--- config.mk ---
export PLATFORM = sky130hd
export DESIGN_NAME = psg_n
export DESIGN_NICKNAME = d
export VERILOG_FILES = /design/src/rtl/psg_n.sv
export SDC_FILE = /design/constraint.sdc
export NUM_CORES = 1
export LEC_CHECK = 0
export CAP_MARGIN = 20
export CELL_PAD_IN_SITES_DETAIL_PLACEMENT = 1
export CELL_PAD_IN_SITES_GLOBAL_PLACEMENT = 1
export CORE_AREA = 2 2 160 162
export CTS_BUF_LIST = sky130_fd_sc_hd__clkbuf_16
export DETAILED_ROUTE_END_ITERATION = 8
export DIE_AREA = 0 0 162 164
export PLACE_DENSITY_LB_ADDON = 0.1
export SLEW_MARGIN = 10
export SYNTH_ARGS = -nofsm -noshare
export SYNTH_HDL_FRONTEND = slang
export SYNTH_SLANG_ARGS = --single-unit
--- constraint.sdc ---
create_clock -name in_clk -period 6.85 [get_ports in_clk]
set_input_delay 1.7125 -clock in_clk [delete_from_list [all_inputs] [get_ports in_clk]]
set_output_delay 1.7125 -clock in_clk [all_outputs]
set_load 0.03 [all_outputs]
--- src/rtl/psg_n.sv ---
// psg_n: programmable sound generator with NUM_CH square-wave tone channels,
// a shared 17-bit LFSR noise source and a shared AY-style envelope, mixed into one sample.
module psg_n #(
  parameter int NUM_CH = 3,
  parameter int TONE_W = 12,
  parameter int DIV_W  = 4,
  parameter int ADDR_W = 5,
  parameter int OUT_W  = 16
) (
  input  logic              in_clk,
  input  logic              in_rst,
  input  logic [ADDR_W-1:0] in_reg,
  input  logic [7:0]        in_val,
  input  logic              in_wr,
  output logic [OUT_W-1:0]  out_mix,
  output logic [3:0]        out_env
);

  localparam int A_NP    = 2 * NUM_CH;
  localparam int A_TDIS  = 2 * NUM_CH + 1;
  localparam int A_NDIS  = 2 * NUM_CH + 2;
  localparam int A_AMP   = 2 * NUM_CH + 3;
  localparam int A_EPL   = 3 * NUM_CH + 3;
  localparam int A_EPH   = 3 * NUM_CH + 4;
  localparam int A_SHAPE = 3 * NUM_CH + 5;
  localparam int SUM_W   = $clog2(15 * NUM_CH + 1);
  localparam int SCALE   = ((2 ** OUT_W) - 1) / (15 * NUM_CH);

  logic              wr_prev;
  logic              wr_stb;
  logic              shape_wr;

  logic [TONE_W-1:0] period [NUM_CH];
  logic [4:0]        noise_per;
  logic [NUM_CH-1:0] tdis;
  logic [NUM_CH-1:0] ndis;
  logic [3:0]        amp [NUM_CH];
  logic [NUM_CH-1:0] envmode;
  logic [15:0]       env_per;
  logic              shape_cont;
  logic              shape_alt;
  logic              shape_hold;

  logic [DIV_W-1:0]  pre;
  logic              tick;

  logic [TONE_W-1:0] tcnt [NUM_CH];
  logic [NUM_CH-1:0] tone_bit;

  logic [4:0]        ncnt;
  logic [4:0]        nlim;
  logic [16:0]       lfsr;

  logic [15:0]       ecnt;
  logic [15:0]       elim;
  logic              env_step;
  logic [3:0]        pos;
  logic              dir_up;
  logic              hold;

  logic [NUM_CH-1:0] gate;
  logic [SUM_W-1:0]  lvl_sum;
  logic [OUT_W-1:0]  mix_next;

  // Counters wrap when count >= max(P,1)-1, so a zero period acts like one.
  function automatic logic [TONE_W-1:0] tone_lim(input logic [TONE_W-1:0] p);
    return (p == '0) ? '0 : p - TONE_W'(1);
  endfunction

  assign wr_stb   = in_wr & ~wr_prev;
  assign shape_wr = wr_stb && (in_reg == ADDR_W'(A_SHAPE));

  always_ff @(posedge in_clk or posedge in_rst) begin
    if (in_rst) wr_prev <= 1'b0;
    else        wr_prev <= in_wr;
  end

  always_ff @(posedge in_clk or posedge in_rst) begin
    if (in_rst) begin
      for (int i = 0; i < NUM_CH; i++) begin
        period[i] <= '0;
        amp[i]    <= '0;
      end
      envmode    <= '0;
      noise_per  <= '0;
      tdis       <= '1;
      ndis       <= '1;
      env_per    <= '0;
      shape_cont <= 1'b0;
      shape_alt  <= 1'b0;
      shape_hold <= 1'b0;
    end else if (wr_stb) begin
      for (int i = 0; i < NUM_CH; i++) begin
        if (in_reg == ADDR_W'(2 * i))
          period[i][7:0] <= in_val;
        if (in_reg == ADDR_W'(2 * i + 1))
          period[i][TONE_W-1:8] <= in_val[TONE_W-9:0];
        if (in_reg == ADDR_W'(A_AMP + i)) begin
          amp[i]     <= in_val[3:0];
          envmode[i] <= in_val[4];
        end
      end
      if (in_reg == ADDR_W'(A_NP))   noise_per     <= in_val[4:0];
      if (in_reg == ADDR_W'(A_TDIS)) tdis          <= in_val[NUM_CH-1:0];
      if (in_reg == ADDR_W'(A_NDIS)) ndis          <= in_val[NUM_CH-1:0];
      if (in_reg == ADDR_W'(A_EPL))  env_per[7:0]  <= in_val;
      if (in_reg == ADDR_W'(A_EPH))  env_per[15:8] <= in_val;
      if (shape_wr) begin
        shape_cont <= in_val[3];
        shape_alt  <= in_val[1];
        shape_hold <= in_val[0];
      end
    end
  end

  assign tick = (pre == '0);

  always_ff @(posedge in_clk or posedge in_rst) begin
    if (in_rst) pre <= '0;
    else        pre <= pre + DIV_W'(1);
  end

  always_ff @(posedge in_clk or posedge in_rst) begin
    if (in_rst) begin
      for (int i = 0; i < NUM_CH; i++) tcnt[i] <= '0;
      tone_bit <= '0;
    end else if (tick) begin
      for (int i = 0; i < NUM_CH; i++) begin
        if (tcnt[i] >= tone_lim(period[i])) begin
          tcnt[i]     <= '0;
          tone_bit[i] <= ~tone_bit[i];
        end else begin
          tcnt[i] <= tcnt[i] + TONE_W'(1);
        end
      end
    end
  end

  assign nlim = (noise_per == '0) ? 5'd0 : noise_per - 5'd1;

  always_ff @(posedge in_clk or posedge in_rst) begin
    if (in_rst) begin
      ncnt <= '0;
      lfsr <= 17'h00001;
    end else if (tick) begin
      if (ncnt >= nlim) begin
        ncnt <= '0;
        lfsr <= {lfsr[0] ^ lfsr[3], lfsr[16:1]};
      end else begin
        ncnt <= ncnt + 5'd1;
      end
    end
  end

  assign elim     = (env_per == '0) ? 16'd0 : env_per - 16'd1;
  assign env_step = tick && (ecnt >= elim);

  // A shape write restarts the envelope and takes priority over a same-cycle step.
  always_ff @(posedge in_clk or posedge in_rst) begin
    if (in_rst) begin
      ecnt   <= '0;
      pos    <= 4'd15;
      dir_up <= 1'b0;
      hold   <= 1'b1;
    end else if (shape_wr) begin
      ecnt   <= '0;
      pos    <= 4'd0;
      dir_up <= in_val[2];
      hold   <= 1'b0;
    end else if (env_step) begin
      ecnt <= '0;
      if (!hold) begin
        if (pos != 4'd15) begin
          pos <= pos + 4'd1;
        end else if (!shape_cont) begin
          dir_up <= 1'b0;
          hold   <= 1'b1;
        end else if (shape_hold) begin
          dir_up <= dir_up ^ shape_alt;
          hold   <= 1'b1;
        end else begin
          pos    <= 4'd0;
          dir_up <= dir_up ^ shape_alt;
        end
      end
    end else if (tick) begin
      ecnt <= ecnt + 16'd1;
    end
  end

  assign out_env = dir_up ? pos : (4'd15 - pos);

  // A channel with both tone and noise disabled is gated permanently on.
  assign gate = (tone_bit | tdis) & ({NUM_CH{lfsr[0]}} | ndis);

  always_comb begin
    lvl_sum = '0;
    for (int i = 0; i < NUM_CH; i++) begin
      if (gate[i])
        lvl_sum = lvl_sum + SUM_W'(envmode[i] ? out_env : amp[i]);
    end
  end

  assign mix_next = OUT_W'(lvl_sum) * OUT_W'(SCALE);

  always_ff @(posedge in_clk or posedge in_rst) begin
    if (in_rst) out_mix <= '0;
    else        out_mix <= mix_next;
  end

endmodule

==> metrics.md, run 1 <==
| Metric | Value |
|---|---|
| Cts-stage hold buffer count | `0` |
| # Max-Cap Violations | `0` |
| Rows | `58` |
| Final GP Congestion | `0.822` |
| Hold Vio Cnt, Final | `0` |
| Mapped Cells | `1083` |
| RSZ-0062 raised after global routing | `no` |
| Setup TNS | `0 ns` |
| CP endpoint kind | `flop` |
| DRT Wirelength | `25900 um` |
| Pin count of the biggest net entering global routing | `109` |
| Synth area leaders | `dfrtp_1, ha_1, mux2_2` |
| CTS Buf Count | `17` |
| Status | `finished clean` |
| Worst Skew | `0.0155 ns` |
| Fillers | `2810` |
| Layout area overhead | `11.4%` |
| Ys Warns | `0` |
| CTS clk-pin slew, worst paths | `0.07 ns` |
| Setup CP Type | `reg -> reg` |
| Period minus WS final | `6.34 ns` |
| Critical path launch point type | `flop` |
| Yosys top cell area share | `38.2%` |
| Post-layout nets | `1247` |
| Worst Hold Slack | `0.477 ns` |
| VDD IR max | `0.000127 V` |
| H-tree depth | `4` |
| Fin util | `49.8%` |
| Initial DRC count | `318` |
| Global-route wire length before repair | `43700 um` |
| Rel. slew slack | `32.3%` |
| Placed insts | `1429` |
| Mean Syn Cell Area | `10.2 um^2` |
| Starting Density | `44.7%` |
| Post-synthesis async set-or-reset flop share | `100%` |
| Non-Filler Instances | `1464` |
| Grt total ovfl | `0` |
| Multi-input gate area in the final layout | `6250 um^2` |
| Core area | `24800 um^2` |
| Finish-stage setup viols | `0` |
| WL per Instance | `17.7 um` |
| Seq/Total Area, Yosys | `41.0%` |
| Chip height | `164 um` |
| Crit share post-route | `92.5%` |
| Dpl hpwl | `18600 um` |
| Port bufs | `31` |
| Area leader, netlist | `dfrtp_1` |
| Worst R2R Setup Slack | `0.51 ns` |
| Storage element area | `4540 um^2` |
| Io pins | `36` |
| Total track usage | `20.6%` |
| Initial antenna violation count | `1` |
| Worst EP required | `7.17 ns` |
| Worst path arrival time | `6.66 ns` |
| Clk buf depth | `2` |
| CTS tree | `done` |
| Peak Freq | `158 MHz` |
| Synth Register Bits | `181` |
| Die Width | `162 um` |
| Pins Over Slew Limit | `0` |
| Worst-path fanout max | `6` |
| Top FF cell, synth | `dfrtp_1` |
| Root Driver | `clkbuf_16` |
| CTS Sinks | `181` |
| Number of global-route vias before repair | `8451` |
| Routed Antenna Nets | `0` |
| Share of cells above drive strength 1 | `15.3%` |
| Worst skew pair latency | `0.44 ns` |
| Vias | `7942` |
| Drt pass-1 iters | `4` |
| HP Class | `reg -> reg` |
| Power per cell area | `262 nW/um^2` |
| Most frequent cells in the layout | `dfrtp_1, nand2_1, nor2_1, mux2_2, ha_1` |
| Slew @ Worst Pin | `1.02 ns` |
| Number of flops mapped to enable cells by yosys | `0` |
| Post-synth cell types | `60` |
| Leading cell type in the layout, fill and taps excluded | `dfrtp_1` |
| Mapped Area | `11100 um^2` |
| Residual DRC | `0` |
| Vias per inst | `5.42` |
| Die area | `26600 um^2` |
| Pleak | `6.00 nW` |
kinds of logic after synthesis:
| family | Yosys count | share of synthesized area, % |
|---|---|---|
| compound gates | 127 | 7.10 |
| xor+xnor | 94 | 7.43 |
| fa+ha+maj | 111 | 13.3 |
| buf+inv | 74 | 2.72 |
| flops | 181 | 41.0 |
| mux | 116 | 11.6 |
| other cells | 1 | 0.0338 |
| simple gates | 379 | 16.8 |
worst paths after layout:
kind,start,endpoint,cells past startpoint
max,dir_up$_DFFE_PP0P_,out_mix[15]$_DFF_PP0_,25
min,pre[0]$_DFF_PP0_,pre[0]$_DFF_PP0_,1
max reg2reg,dir_up$_DFFE_PP0P_,out_mix[15]$_DFF_PP0_,25
min reg2reg,pre[0]$_DFF_PP0_,pre[0]$_DFF_PP0_,1
max in group asynchronous,in_rst,hold$_DFFE_PP1P_,4
min in group asynchronous,in_rst,tcnt[35]$_DFFE_PP0N_,2
layout make-up:
cell class / count / area share, %
flip-flops and latches: 181 / 36.8
clock inverters: 15 / 1.12
clock buffers: 17 / 3.44
inverters: 51 / 1.59
multi-input cells: 831 / 50.6
repair buffers: 38 / 3.10
well taps: 330 / 3.34
diodes: 1 / 0.0203
metrics by stage:
step           area (um^2)  total power [mW]  worst slack, ns
2_1_floorplan        11100              2.03            0.242
3_3_place_gp         11800              2.27            0.661
3_5_place_dp         11800              2.31            0.416
4_1_cts              12300              3.28            0.292
5_1_grt              12400              3.46           0.0289
6_report             12400              3.24            0.512
metal layers:
layer	global-route usage, %	vias up	routed length, um
li1	-	3841	-
met1	29.5	4009	13100
met2	33.5	71	12000
met3	3.18	21	608
met4	4.14	0	227
met5	0	-	0
critical path, cell delays in order (launching register included):
cell	delay, ns
dfrtp_1	0.47
xnor2_1	0.39
mux2i_1	0.13
nor2_1	0.16
ha_1	0.19
inv_1	0.06
fa_1	0.42
o21ai_1	0.35
ha_1	0.32
a21o_1	0.17
a21oi_1	0.22
inv_1	0.07
a21oi_1	0.16
nor3b_1	0.10
ha_1	0.40
inv_1	0.07
fa_1	0.50
fa_1	0.54
inv_1	0.04
ha_1	0.32
a21o_1	0.17
a21oi_1	0.21
nor2b_1	0.07
o21a_1	0.19
o41a_1	0.33
xor2_1	0.15
registers in the layout, indices dropped and copies added (netlist names), 3 cells and up:
register / cells
ndis: 3
env_per: 16
ecnt: 16
tone_bit: 3
lfsr: 17
tdis: 3
noise_per: 5
out_mix: 12
pre: 4
period: 36
envmode: 3
tcnt: 36
pos: 4
amp: 12
ncnt: 5
synth_stat cells, drive strengths merged, types with 13 or more instances:
cell type / number
dfrtp: 169
nand2b: 16
a21oi: 41
xor2: 54
clkbuf: 15
nor3: 31
a21o: 21
inv: 51
mux2: 103
nand4: 28
xnor2: 40
nand2: 108
nand3: 22
mux2i: 13
o21ai: 32
nor2b: 17
nor2: 104
ha: 100
power by group:
group	internal, mW	switching, mW	leakage, nW
Combinational	0.423	0.488	3.35
Clock	0.482	0.474	0.276
Sequential	1.22	0.156	2.37
repair_timing:
item | 4_1_cts | 5_1_grt
resized for setup | 0 | 2
endpoints found under the setup margin | 0 | 2
buffers inserted | 0 | 0
Note: power is estimated with default switching activity, not from simulation.
==> run 2, diff against run 1 <==
--- a/config.mk
+++ b/config.mk
@@ -12,6 +12,7 @@
 export CTS_BUF_LIST = sky130_fd_sc_hd__clkbuf_16
 export DETAILED_ROUTE_END_ITERATION = 8
 export DIE_AREA = 0 0 162 164
+export MAX_ROUTING_LAYER = met4
 export PLACE_DENSITY_LB_ADDON = 0.1
 export SLEW_MARGIN = 10
 export SYNTH_ARGS = -nofsm -noshare
==> run 2 against run 1 <==
  * Power hardly changed
  * Via count hardly changed
  * Global-route usage is 0.61 points higher
  * Non-clock buffer count stayed put
  * Worst hold slack hardly changed
  * Clock-buffer cell count stayed put
  * Routed wire length hardly changed
  * Sequential power hardly changed
  * Cell count stayed put
  * Die area stayed put
  * Sequential share of layout area stayed put
  * Design area stayed put
  * Largest cell class unchanged
  * Largest power group unchanged
  * Highest routed layer unchanged
==> metrics.md, run 2 (same netlist as run 1, synthesis figures left out) <==
| Metric | Value |
|---|---|
| CP endpoint kind | `flop` |
| Setup TNS | `0 ns (unchanged)` |
| Io pins | `36 (unchanged)` |
| Setup CP Type | `reg -> reg` |
| Hold Vio Cnt, Final | `0 (unchanged)` |
| Leading cell type in the layout, fill and taps excluded | `dfrtp_1` |
| Worst skew pair latency | `0.44 ns (about the same)` |
| CTS tree | `done` |
| Pin count of the biggest net entering global routing | `109 (unchanged)` |
| # Max-Cap Violations | `0 (unchanged)` |
| Sw Share | `34.5% (about the same)` |
| Share of cells above drive strength 1 | `15.3% (unchanged)` |
| Dpl hpwl | `18600 um (unchanged)` |
| VDD IR max | `0.000127 V (+0.48%)` |
| Number of global-route vias before repair | `8460 (+0.11%)` |
| Routed Antenna Nets | `0 (unchanged)` |
| Grt total ovfl | `0 (unchanged)` |
| Final GP Congestion | `0.834 (+1.5%)` |
| Final Cell Area | `12400 um^2 (unchanged)` |
| Worst path arrival time | `6.67 ns (about the same)` |
| Vias per inst | `5.43 (about the same)` |
| Rel. slew slack | `32.4% (+0.12 points)` |
| CTS clk-pin slew, worst paths | `0.07 ns (about the same)` |
| Initial DRC count | `316 (-0.63%)` |
| Critical path launch point type | `flop` |
| Layout area overhead | `11.4% (unchanged)` |
| Most frequent cells in the layout | `dfrtp_1, nand2_1, nor2_1, mux2_2, ha_1` |
| Power per cell area | `262 nW/um^2 (about the same)` |
| Pwr Total | `3.24 mW (about the same)` |
| Combinational fraction of design power | `28.1% (about the same)` |
| Pleak | `6.00 nW (unchanged)` |
| CTS Sinks | `181 (unchanged)` |
| Switch Pwr | `1.12 mW (+0.12%)` |
| Vias | `7947 (+0.063%)` |
| Status | `finished clean` |
| Worst-path fanout max | `6 (unchanged)` |
| WL per Instance | `17.7 um (about the same)` |
| Finish-stage setup viols | `0 (unchanged)` |
| Pins Over Slew Limit | `0 (unchanged)` |
| Peak Freq | `157 MHz (-0.22%)` |
| DRT Wirelength | `25900 um (about the same)` |
| Residual DRC | `0 (unchanged)` |
| Period minus WS final | `6.35 ns (+0.0143 ns)` |
| Worst EP required | `7.17 ns (about the same)` |
| Worst Skew | `0.0153 ns (-0.000207 ns)` |
| RSZ-0062 raised after global routing | `no` |
| Flop pwr share | `42.4% (about the same)` |
| CTS Buf Count | `17 (unchanged)` |
| Fin util | `49.8% (unchanged)` |
| Chip height | `164 um (unchanged)` |
| Core area | `24800 um^2 (unchanged)` |
| Slew @ Worst Pin | `1.01 ns (-0.00185 ns)` |
| Initial antenna violation count | `1 (unchanged)` |
| Rows | `58 (unchanged)` |
| Global-route wire length before repair | `43700 um (about the same)` |
| Starting Density | `44.7% (unchanged)` |
| DP Area | `11800 um^2 (unchanged)` |
| Cts-stage hold buffer count | `0 (unchanged)` |
| Die area | `26600 um^2 (unchanged)` |
| H-tree depth | `4 (unchanged)` |
| Port bufs | `31 (unchanged)` |
| HP Class | `reg -> reg` |
| Worst R2R Setup Slack | `0.50 ns (about the same)` |
| Crit share post-route | `92.7% (+0.21 points)` |
| Final setup margin | `0.497 ns (-0.0143 ns)` |
| DP Worst Slack | `0.416 ns (unchanged)` |
| Clk buf depth | `2 (unchanged)` |
| P_int | `2.12 mW (about the same)` |
| Post-layout nets | `1247 (unchanged)` |
| Total track usage | `21.2% (+0.61 points)` |
| Root Driver | `clkbuf_16` |
| Largest registers | `period: 36 flops, tcnt: 36 flops, lfsr: 17 flops` |
| Die Width | `162 um (unchanged)` |
| Clock network power share | `29.5% (about the same)` |
| Drt pass-1 iters | `4 (unchanged)` |
## run 2: what timing repair did
action	in CTS	in global routing
setup buffers	0	0
setup endpoints to repair	0	2
gates resized for setup	0	2
## run 2: final timing paths
path,startpoint,to,cells past startpoint
setup / recovery,dir_up$_DFFE_PP0P_,out_mix[15]$_DFF_PP0_,25
hold / removal,pre[0]$_DFF_PP0_,pre[0]$_DFF_PP0_,1
setup reg to reg,dir_up$_DFFE_PP0P_,out_mix[15]$_DFF_PP0_,25
hold reg to reg,pre[0]$_DFF_PP0_,pre[0]$_DFF_PP0_,1
max in group asynchronous,in_rst,hold$_DFFE_PP1P_,4
min in group asynchronous,in_rst,tcnt[35]$_DFFE_PP0N_,2
## run 2: power groups by stage
stage | sequential (mW) | combinational [mW] | clock (mW)
2_1_floorplan | 1.38 | 0.654 | 0
3_3_place_gp | 1.39 | 0.885 | 0
3_5_place_dp | 1.39 | 0.916 | 0
4_1_cts | 1.37 | 0.925 | 0.984
5_1_grt | 1.40 | 1.04 | 1.02
6_report | 1.37 | 0.910 | 0.957
## run 2: metal layers
| metal | part of all wire (%) | global-route usage, % | up-vias |
|---|---|---|---|
| met2 | 47 | 33.5 | 51 |
| met1 | 51 | 29.5 | 4042 |
| met5 | 0 | - | - |
| met4 | 0.76 | 4.14 | 0 |
| li1 | - | - | 3842 |
| met3 | 1.7 | 3.13 | 12 |
## run 2: through the flow
stage | std cells | hold slack [ns]
after CTS | 1461 | 0.483
after floorplan | 1086 | 0.442
after detailed placement | 1429 | 0.471
after global routing | 1464 | 0.507
after global placement | 1429 | 0.457
final | 1464 | 0.477
## run 2: critical path, stage by stage (launching register included)
cell     delay (ns)
dfrtp_1        0.47
xnor2_1        0.39
mux2i_1        0.13
nor2_1         0.16
ha_1           0.19
inv_1          0.06
fa_1           0.42
o21ai_1        0.35
ha_1           0.32
a21o_1         0.17
a21oi_1        0.22
inv_1          0.07
a21oi_1        0.16
nor3b_1        0.10
ha_1           0.40
inv_1          0.07
fa_1           0.50
fa_1           0.54
inv_1          0.04
ha_1           0.32
a21o_1         0.17
a21oi_1        0.21
nor2b_1        0.07
o21a_1         0.20
o41a_1         0.34
xor2_1         0.15
## run 2: area by class of cell
cell class / count / area (um^2)
Fill cell: 2810 / 12500
Multi-Input combinational cell: 831 / 6250
Sequential cell: 181 / 4540
Clock buffer: 17 / 425
Tap cell: 330 / 413
Timing Repair Buffer: 38 / 383
Inverter: 51 / 196
Clock inverter: 15 / 139
Antenna cell: 1 / 2.50
==> edit (flow settings as in run 2) <==
Make the reset (`in_rst`) synchronous in 7 clocked blocks.
--- a/src/rtl/psg_n.sv
+++ b/src/rtl/psg_n.sv
@@ -71,10 +71,10 @@
   assign shape_wr = wr_stb && (in_reg == ADDR_W'(A_SHAPE));
 
-  always_ff @(posedge in_clk or posedge in_rst) begin
+  always_ff @(posedge in_clk) begin
     if (in_rst) wr_prev <= 1'b0;
     else        wr_prev <= in_wr;
   end
 
-  always_ff @(posedge in_clk or posedge in_rst) begin
+  always_ff @(posedge in_clk) begin
     if (in_rst) begin
       for (int i = 0; i < NUM_CH; i++) begin
@@ -116,10 +116,10 @@
   assign tick = (pre == '0);
 
-  always_ff @(posedge in_clk or posedge in_rst) begin
+  always_ff @(posedge in_clk) begin
     if (in_rst) pre <= '0;
     else        pre <= pre + DIV_W'(1);
   end
 
-  always_ff @(posedge in_clk or posedge in_rst) begin
+  always_ff @(posedge in_clk) begin
     if (in_rst) begin
       for (int i = 0; i < NUM_CH; i++) tcnt[i] <= '0;
@@ -139,5 +139,5 @@
   assign nlim = (noise_per == '0) ? 5'd0 : noise_per - 5'd1;
 
-  always_ff @(posedge in_clk or posedge in_rst) begin
+  always_ff @(posedge in_clk) begin
     if (in_rst) begin
       ncnt <= '0;
@@ -157,5 +157,5 @@
 
   // A shape write restarts the envelope and takes priority over a same-cycle step.
-  always_ff @(posedge in_clk or posedge in_rst) begin
+  always_ff @(posedge in_clk) begin
     if (in_rst) begin
       ecnt   <= '0;
@@ -204,5 +204,5 @@
   assign mix_next = OUT_W'(lvl_sum) * OUT_W'(SCALE);
 
-  always_ff @(posedge in_clk or posedge in_rst) begin
+  always_ff @(posedge in_clk) begin
     if (in_rst) out_mix <= '0;
     else        out_mix <= mix_next;
Behaviour: differs if in_rst is asserted again (counterexample within 4 cycles, from zero or initial values and one cycle with in_rst high); with in_rst held inactive, the same outputs for 4 cycles.
==> edit against run 2 <==
Clock skew down 0.0022 ns; clock power decreased by 2.4%; fmax grew 2.1%; worst setup slack better by 0.13 ns; routed wire length is 3.5% lower; sequential cell count did not move; cell area is 2.0% lower; synthesized area decreased by 1.2%; power down 8.0%.
==> edit: results (changes against run 2) <==
| Metric | Value |
|---|---|
| Crit Reg-Reg Endpoint | `out_mix[14]` |
| Fmax | `160.8 MHz (+2.1%)` |
| Fillcell total | `2846 (+1.3%)` |
| Flop-to-flop setup slack | `0.63 ns (+0.13 ns)` |
| Gp weighted congestion | `0.8258 (-0.96%)` |
| Leakage | `5.155 nW (-14%)` |
| Max VDD drop | `0.1644 mV (+29%)` |
| Status | `finished, final reports clean` |
| Diodes inserted | `0 (-1)` |
| GRT Total Usage | `20.06% (-1.2 points)` |
| Main synth FF type | `dfxtp_1` |
| Crit-path slowest cell | `a2111oi_0` |
| RR Startpoint | `dir_up` |
| Worst-margin pin slew | `1.048 ns (+0.03359 ns)` |
| Setup WS pre-CTS | `0.5437 ns (+0.1272 ns)` |
| Post-synth EDFFs | `84 (+84)` |
| Final nets | `1297 (+4.0%)` |
| Post-synth top cells | `nor2_1 (130), ha_1 (101), nand2_1 (101)` |
| Worst setup path startpoint | `dir_up` |
| Async SR Flop Fraction | `0% (-100 points)` |
| Reg2reg path depth | `23 (-8.0%)` |
| Detailed-route via count | `8062 (+1.4%)` |
| Clock skew | `0.01304 ns (-0.002230 ns)` |
| Yosys cell types | `61 (+1.7%)` |
| Initial antenna violation count | `0 (-1)` |
| Synth area leaders | `edfxtp_1 (23%), dfxtp_1 (18%), ha_1 (12%)` |
| Number of global-route vias before repair | `8168 (-3.5%)` |
| First-pass GRT wire length | `41.47 mm (-5.0%)` |
| 1st-iter DRT viols | `327 (+3.5%)` |
| Routed length per instance | `16.55 um (-6.6%)` |
edit: cells by family (layout without fill, tap and decap cells):
kind of cell	after synthesis	count (layout)	synth area share, %
AND/OR/NAND/NOR	452	452	20.07
flip-flops	181	181	40.79
AO/OA/AOI/OAI	164	164	9.636
adder cells (fa/ha/maj)	112	112	13.56
buffers and inverters	93	125	3.498
XOR/XNOR	91	91	7.407
multiplexers	53	53	5.007
other	1	4	0.03426
edit: through the flow:
stage,hold slack [ns],area [um^2],total power [mW],cells
final,0.4616,12110,2.982,1512
after CTS,0.4668,12110,3.028,1512
after global routing,0.4878,12110,3.170,1512
after floorplan,0.4300,10960,1.855,1150
after global placement,0.4461,11550,2.059,1480
after detailed placement,0.4563,11550,2.078,1480
edit: layout make-up:
| cell class | count | area share, % |
|---|---|---|
| clock buffer | 18 | 3.721 |
| sequential | 181 | 36.88 |
| timing repair buffer | 37 | 2.894 |
| multi-input combinational | 876 | 50.51 |
| clock inverter | 14 | 0.8475 |
| tap | 330 | 3.411 |
| inverter | 56 | 1.736 |
edit: power by group:
| group | total (mW) | leakage (nW) | internal [mW] | switching [mW] |
|---|---|---|---|---|
| clock network | 0.934 | 0.280 | 0.490 | 0.444 |
| registers | 1.27 | 1.70 | 1.21 | 0.0613 |
| logic | 0.775 | 3.17 | 0.325 | 0.450 |
edit: worst reg2reg max path: stages (launching register included):
cell	delay (ns)
dfxtp_1	0.50
xnor2_1	0.23
mux2i_1	0.14
nor2_1	0.17
ha_1	0.22
fa_1	0.41
mux2i_1	0.28
inv_1	0.08
ha_1	0.28
a21o_1	0.11
a21oi_1	0.08
nand2b_1	0.16
a2111oi_2	0.50
ha_1	0.31
inv_1	0.12
fa_1	0.42
fa_1	0.51
inv_1	0.04
ha_1	0.32
a21oi_1	0.20
o21ai_0	0.15
a2111oi_0	0.53
o21ai_0	0.15
nor3b_1	0.15
edit: how the worst min path moves through the flow:
stage	start	endpoint	slack [ns]	depth (start not counted)
2_1_floorplan	pre[0]	pre[0]	0.43	1
4_1_cts	lfsr[13]	lfsr[12]	0.47	2
3_5_place_dp	pre[0]	pre[0]	0.46	1
5_1_grt	pre[0]	pre[0]	0.49	1
6_report	lfsr[4]	lfsr[3]	0.46	2
3_3_place_gp	pre[0]	pre[0]	0.45	1
edit: layer usage:
metal	GRT usage, %	vias to the layer above	wire [um]	part of all wire [%]
li1	-	4071	-	-
met1	26.34	3908	12350	49
met2	33.04	69	11980	48
met3	3.056	14	487	1.9
met4	4.344	0	212	0.85
met5	-	-	0	0
